File: src/rtl/cam_cfg_pkg.sv
// Shared state encoding, in-band ROM markers and ROM word field helpers
// for the OV7670 configuration sequencer.
package cam_cfg_pkg;

    // In-band markers stored in the configuration ROM.
    localparam logic [15:0] CFG_END   = 16'hFFFF;
    localparam logic [15:0] CFG_DELAY = 16'hFFF0;

    typedef enum logic [3:0] {
        StIdle,
        StFetch,
        StWaitRom,
        StDecode,
        StIssue,
        StWaitDone,
        StDelay,
        StNext,
        StDone
    } cfg_state_t;

    // ROM word layout is {reg[15:8], data[7:0]}.
    function automatic logic [7:0] cfg_reg(input logic [15:0] word);
        return word[15:8];
    endfunction

    function automatic logic [7:0] cfg_data(input logic [15:0] word);
        return word[7:0];
    endfunction

endpackage

File: src/rtl/cam_cfg_timer.sv
// Load/count-down timer. Loading N makes expired_o pulse during the N-th
// cycle after the load, so a state entered right after the load lasts N cycles.
module cam_cfg_timer #(
    parameter int unsigned Width = 8
) (
    input  logic             clk_i,
    input  logic             rst_ni,
    input  logic             load_i,
    input  logic [Width-1:0] load_val_i,
    output logic             expired_o
);

    logic [Width-1:0] count_q, count_d;

    // Reload has priority; otherwise count down and park at zero.
    always_comb begin
        count_d = count_q;
        if (load_i) begin
            count_d = load_val_i;
        end else if (count_q != '0) begin
            count_d = count_q - 1'b1;
        end
    end

    // Counter register.
    always_ff @(posedge clk_i or negedge rst_ni) begin
        if (!rst_ni) begin
            count_q <= '0;
        end else begin
            count_q <= count_d;
        end
    end

    assign expired_o = (count_q == Width'(1));

endmodule

File: src/rtl/camera_cfg_sequencer.sv
// Walks the OV7670 configuration ROM from address 0 and turns each {reg,data}
// word into one SCCB write request; 16'hFFF0 inserts a timed delay and
// 16'hFFFF ends the table.
// Optional feature macro: CAM_CFG_RETRY_EN (retry NACKed writes, sticky o_err).
module camera_cfg_sequencer
    import cam_cfg_pkg::*;
#(
    parameter int unsigned DELAY_CYCLES = 240_000,
    parameter int unsigned ROM_LAT      = 1,
    parameter bit          AUTO_START   = 1'b1,
    parameter int unsigned MAX_RETRY    = 3
) (
    input  logic        i_clk,
    input  logic        i_rstn,
    input  logic        i_start,
    output logic [7:0]  o_rom_addr,
    input  logic [15:0] i_rom_dout,
    output logic        o_sccb_start,
    output logic [7:0]  o_sccb_reg,
    output logic [7:0]  o_sccb_data,
    input  logic        i_sccb_ready,
    input  logic        i_sccb_done,
    input  logic        i_sccb_nack,
    output logic        o_busy,
    output logic        o_done,
    output logic        o_err
);

    // One timer serves both the ROM latency wait and the table delay.
    localparam int unsigned TimerMax = (DELAY_CYCLES > ROM_LAT) ? DELAY_CYCLES : ROM_LAT;
    localparam int unsigned TimerW   = (TimerMax < 1) ? 1 : $clog2(TimerMax + 1);

    cfg_state_t        state_q, state_d;
    logic [7:0]        addr_q, addr_d;
    logic [7:0]        reg_q, reg_d;
    logic [7:0]        data_q, data_d;
    logic              auto_q, auto_d;
    logic              tmr_load;
    logic [TimerW-1:0] tmr_val;
    logic              tmr_expired;

`ifdef CAM_CFG_RETRY_EN
    localparam int unsigned RetryW = (MAX_RETRY < 1) ? 1 : $clog2(MAX_RETRY + 1);
    logic              err_q, err_d;
    logic [RetryW-1:0] retry_q, retry_d;
`else
    logic unused_nack;
    assign unused_nack = i_sccb_nack ^ (MAX_RETRY == 0);
`endif

    cam_cfg_timer #(
        .Width (TimerW)
    ) u_timer (
        .clk_i      (i_clk),
        .rst_ni     (i_rstn),
        .load_i     (tmr_load),
        .load_val_i (tmr_val),
        .expired_o  (tmr_expired)
    );

    // Next-state logic; auto_q lets the sequence self-start exactly once after reset.
    always_comb begin
        state_d  = state_q;
        addr_d   = addr_q;
        reg_d    = reg_q;
        data_d   = data_q;
        auto_d   = auto_q;
        tmr_load = 1'b0;
        tmr_val  = '0;
`ifdef CAM_CFG_RETRY_EN
        err_d    = err_q;
        retry_d  = retry_q;
`endif
        unique case (state_q)
            StIdle: begin
                if (i_start || auto_q) begin
                    state_d = StFetch;
                    addr_d  = '0;
                    auto_d  = 1'b0;
`ifdef CAM_CFG_RETRY_EN
                    err_d   = 1'b0;
`endif
                end
            end
            StFetch: begin
                if (ROM_LAT == 0) begin
                    state_d = StDecode;
                end else begin
                    tmr_load = 1'b1;
                    tmr_val  = TimerW'(ROM_LAT);
                    state_d  = StWaitRom;
                end
            end
            StWaitRom: begin
                if (tmr_expired) begin
                    state_d = StDecode;
                end
            end
            StDecode: begin
`ifdef CAM_CFG_RETRY_EN
                retry_d = '0;
`endif
                if (i_rom_dout == CFG_END) begin
                    state_d = StDone;
                end else if (i_rom_dout == CFG_DELAY) begin
                    if (DELAY_CYCLES == 0) begin
                        state_d = StNext;
                    end else begin
                        tmr_load = 1'b1;
                        tmr_val  = TimerW'(DELAY_CYCLES);
                        state_d  = StDelay;
                    end
                end else begin
                    reg_d   = cfg_reg(i_rom_dout);
                    data_d  = cfg_data(i_rom_dout);
                    state_d = StIssue;
                end
            end
            StIssue: begin
                if (i_sccb_ready) begin
                    state_d = StWaitDone;
                end
            end
            StWaitDone: begin
                if (i_sccb_done) begin
`ifdef CAM_CFG_RETRY_EN
                    if (i_sccb_nack && (retry_q < RetryW'(MAX_RETRY))) begin
                        retry_d = retry_q + 1'b1;
                        state_d = StIssue;
                    end else begin
                        if (i_sccb_nack) begin
                            err_d = 1'b1;
                        end
                        state_d = StNext;
                    end
`else
                    state_d = StNext;
`endif
                end
            end
            StDelay: begin
                if (tmr_expired) begin
                    state_d = StNext;
                end
            end
            StNext: begin
                // The address saturates at 255: a table without an end marker stops there.
                if (addr_q == 8'hFF) begin
                    state_d = StDone;
                end else begin
                    addr_d  = addr_q + 8'd1;
                    state_d = StFetch;
                end
            end
            StDone: begin
                if (i_start) begin
                    state_d = StFetch;
                    addr_d  = '0;
`ifdef CAM_CFG_RETRY_EN
                    err_d   = 1'b0;
`endif
                end
            end
            default: begin
                state_d = StIdle;
            end
        endcase
    end

    // State and datapath registers.
    always_ff @(posedge i_clk or negedge i_rstn) begin
        if (!i_rstn) begin
            state_q <= StIdle;
            addr_q  <= '0;
            reg_q   <= '0;
            data_q  <= '0;
            auto_q  <= AUTO_START;
`ifdef CAM_CFG_RETRY_EN
            err_q   <= 1'b0;
            retry_q <= '0;
`endif
        end else begin
            state_q <= state_d;
            addr_q  <= addr_d;
            reg_q   <= reg_d;
            data_q  <= data_d;
            auto_q  <= auto_d;
`ifdef CAM_CFG_RETRY_EN
            err_q   <= err_d;
            retry_q <= retry_d;
`endif
        end
    end

    assign o_rom_addr   = addr_q;
    assign o_sccb_start = (state_q == StIssue);
    assign o_sccb_reg   = reg_q;
    assign o_sccb_data  = data_q;
    assign o_busy       = (state_q != StIdle) && (state_q != StDone);
    assign o_done       = (state_q == StDone);
`ifdef CAM_CFG_RETRY_EN
    assign o_err        = err_q;
`else
    assign o_err        = 1'b0;
`endif

endmodule

File: config.mk
export PLATFORM = sky130hd
export DESIGN_NAME = camera_cfg_sequencer
export DESIGN_NICKNAME = d
export VERILOG_FILES = /design/src/rtl/cam_cfg_pkg.sv /design/src/rtl/cam_cfg_timer.sv /design/src/rtl/camera_cfg_sequencer.sv
export SDC_FILE = /design/constraint.sdc
export NUM_CORES = 1
export LEC_CHECK = 0
export BUFFER_PORTS_ARGS = -buffer_cell sky130_fd_sc_hd__buf_2
export CAP_MARGIN = 0
export CELL_PAD_IN_SITES_DETAIL_PLACEMENT = 1
export CELL_PAD_IN_SITES_GLOBAL_PLACEMENT = 2
export CORE_UTILIZATION = 34
export CTS_CLUSTER_SIZE = 30
export DETAILED_ROUTE_END_ITERATION = 16
export HOLD_SLACK_MARGIN = 0.08
export PLACE_DENSITY = 0.87
export SLEW_MARGIN = 20
export SYNTH_ARGS = -nofsm -noshare
export SYNTH_HDL_FRONTEND = slang
export SYNTH_SLANG_ARGS = --single-unit
export TNS_END_PERCENT = 30
File: constraint.sdc
create_clock -name i_clk -period 2.2 [get_ports i_clk]
set_input_delay 0.22 -clock i_clk [delete_from_list [all_inputs] [get_ports i_clk]]
set_output_delay 0.22 -clock i_clk [all_outputs]
set_load 0.01 [all_outputs]
==> out/metrics.yaml <==
routing:
  postRouteAntennaNets: 0
  drc_errors: 0
  vias: 1916
  routedWlPerCell_um: 14.8
  drtIter0Drc: 41
  drt-total-wl_um: 5490
  vias_per_cell: 5.18
  drtPass1Iterations: 4
pwr:
  irDropWorstVdd_mv: 0.531
  power_density_mw_per_mm2: 1280
  leakage_nw: 1.30
logic_synthesis:
  yosysTopAreaCell: "dfrtp_1"
  syn-num-nets: 257
  avgSynthCellArea_um2: 10.2
  synth_compound_area_share_pct: 10.9
  ys_seq_elements: 47
  synth_ff_type: "dfrtp_1"
  synth_edf_count: 0
  async_flop_share_pct: 100
  yosys.area_share.adder_pct: 1.59
  yosysWarnings: 0
  ys_types: 44
  netlist.area_leader.share_pct: 48.7
  yosys.area_share.simple_pct: 20.9
  synth_mux_area_share_pct: 7.63
  syn_inst: 232
  synthTopCellsByArea: "dfrtp_1 (49%), mux2_2 (7.6%), xnor2_1 (4.1%)"
  synth-xor-area-share_pct: 6.30
  syn_area_mm2: 0.00236
  synth_top_family_by_area: "simple AND/OR/NAND/NOR gates"
  seq_area_frac_synth_pct: 49.8
die:
  pin_count: 50
  die_h_um: 85.4
  rows: 30
  dieWidth_um: 85.4
  core_mm2: 0.00676
  start_util_pct: 35.0
  die-area_mm2: 0.00729
timing:
  setup_violations: 0
  tightest_slew_ps: 524
  timing.final.crit_share_pct: 89.8
  relSlewSlack_pct: 65.1
  fmax_mhz: 506
  skew_ps: 11.8
  slew_violations: 0
  rsz0062_at_grt: "no"
  layout_min_cycle_time_ps: 1970
  finalHoldViolations: 0
  fin_setup_tns_ps: 0
status:
  status: "finished clean"
worst_setup_path:
  r2r-start: "u_timer.count_q[0]"
  cp-endpoint: "u_timer.count_q[17]"
  cp.required_ps: 2390
  crit_start: "u_timer.count_q[0]"
  cp_max_fo: 6
  worst-r2r-cell-count: 5
  cp-start-kind: "flip-flop"
  rrSetupSlack_ps: 230
  cp_data_arrival_time_ps: 2160
  worstSetupPathType: "flip-flop to flip-flop"
  regToRegEndpoint: "u_timer.count_q[17]"
  endpoint_kind: "flip-flop"
finish:
  fin_cells: 370
  largest_reg_flops: 18
  layout_common_cells: "buf_2 (47), dfrtp_1 (46), nor2_1 (21)"
  layout-drive-gt1-share_pct: 30.3
  layout.cells.most_common: "buf_2"
  regMostFlops: "u_timer.count_q"
  area_growth_syn_to_layout_pct: 22.0
  antenna_cells: 0
  nets: 314
global_routing:
  gr-usage-all-layers_pct: 16.4
  grt_max_degree: 28
  grt_pass1_vias: 2009
  grt_pass1_wl_um: 9530
  antenna_found_initial: 0
  grt_overflow_total: 0
clocking:
  clkTransAtPathRegs_ps: 90
  ctsResizeCount: 0
  cts_root_buf: "clkbuf_8"
  cts.sinks: 47
  worstSkewPairLatency_ps: 300
  cts_tree: "yes"
  cts_buffers: 5
  htree_levels: 2
  cts_buffer_depth: 2
placement:
  routabilityCongestion: 0.763
  place.port_buffers: 47
  dp.cells: 361
  dp.final_hpwl_um: 4220
job:
  drv_cap: 0
worst_hold_path:
  hold_path.class: "primary input to flip-flop"
  hold_depth: 2
-- kinds of logic (layout without fill, tap and decap cells) --
family	Yosys count	count (layout)
xor+xnor	17	17
fa+ha+maj	3	3
buf+inv	14	72
other cells	1	1
simple gates	92	92
flops	47	47
mux	16	16
compound gates	42	42
-- synthesized netlist by cell type, types with 2 or more instances --
library cell / count
or4_1: 2
xor2_1: 6
nand2_1: 15
or2_2: 2
a31oi_1: 2
nor3_1: 8
dfrtp_1: 46
nor2_1: 21
inv_1: 6
o41a_1: 2
xnor2_1: 11
or3_1: 2
mux2_2: 16
nand3b_1: 2
a211oi_1: 3
nand4_1: 5
nand3_1: 12
and4_1: 4
nor4_1: 6
clkbuf_1: 3
buf_4: 2
buf_2: 3
o31ai_1: 2
a21oi_1: 9
nand2b_1: 3
ha_1: 3
and3_1: 3
o21ai_0: 17
-- layout make-up --
class	instances	area, µm²
repair buffers	58	345
clock buffers	5	68.8
flip-flops and latches	47	1180
fillers	785	3870
multi-input cells	171	1120
clock inverters	3	47.5
well taps	80	100
inverters	6	22.5
-- metal layers --
metal  vias to the layer above  part of all wire [%]  GRT usage (%)  wire length [µm]
li1                        953                     -              -                 -
met1                       937                    48           21.8              2640
met2                        22                    49           27.6              2680
met3                         4                   2.2           2.92               121
met4                         0                  0.97           4.55                53
met5                         -                     0              0                 0
-- power by group --
group          internal (mW)  leakage [nW]  switching [mW]
Combinational          0.702         0.643           0.769
Clock                  0.345        0.0587           0.307
Sequential              1.20         0.595           0.355
Total                   2.25          1.30            1.43
-- stage by stage --
step | instance area (µm²) | util [%] | setup slack (ps) | total power, mW | hold slack, ps
after floorplan | 2360 | - | 355 | 2.51 | -75.6
after detailed placement | 2760 | 40.8 | 246 | 3.07 | 232
after CTS | 2880 | 42.7 | 191 | 3.74 | 148
after global routing | 2880 | 42.7 | 89.1 | 4.00 | 143
final | 2880 | 42.7 | 225 | 3.68 | 160
after global placement | 2760 | 40.8 | 275 | 3.00 | 231
-- worst max-delay path, cell delays in order (launching register included) --
cell and delay (ps):
dfrtp_1 440, or4_4 590, nor3_1 360, and4_1 280, xnor2_1 120, o21ai_1 70
-- worst min-delay path by stage --
stage | start | to | slack [ps]
2_1_floorplan | i_rstn | o_rom_addr[0] | -80
3_3_place_gp | i_rstn | u_timer.count_q[13] | 230
3_5_place_dp | i_rstn | u_timer.count_q[14] | 230
4_1_cts | i_rom_dout[11] | o_sccb_reg[3] | 150
5_1_grt | i_rom_dout[8] | o_sccb_reg[0] | 140
6_report | i_rom_dout[11] | o_sccb_reg[3] | 160
-- repair_timing --
item                      in CTS  in global routing
buffers inserted               0                  0
hold buffers                   1                  0
hold endpoints to repair      20                  0
(Power assumes the default switching activity.)
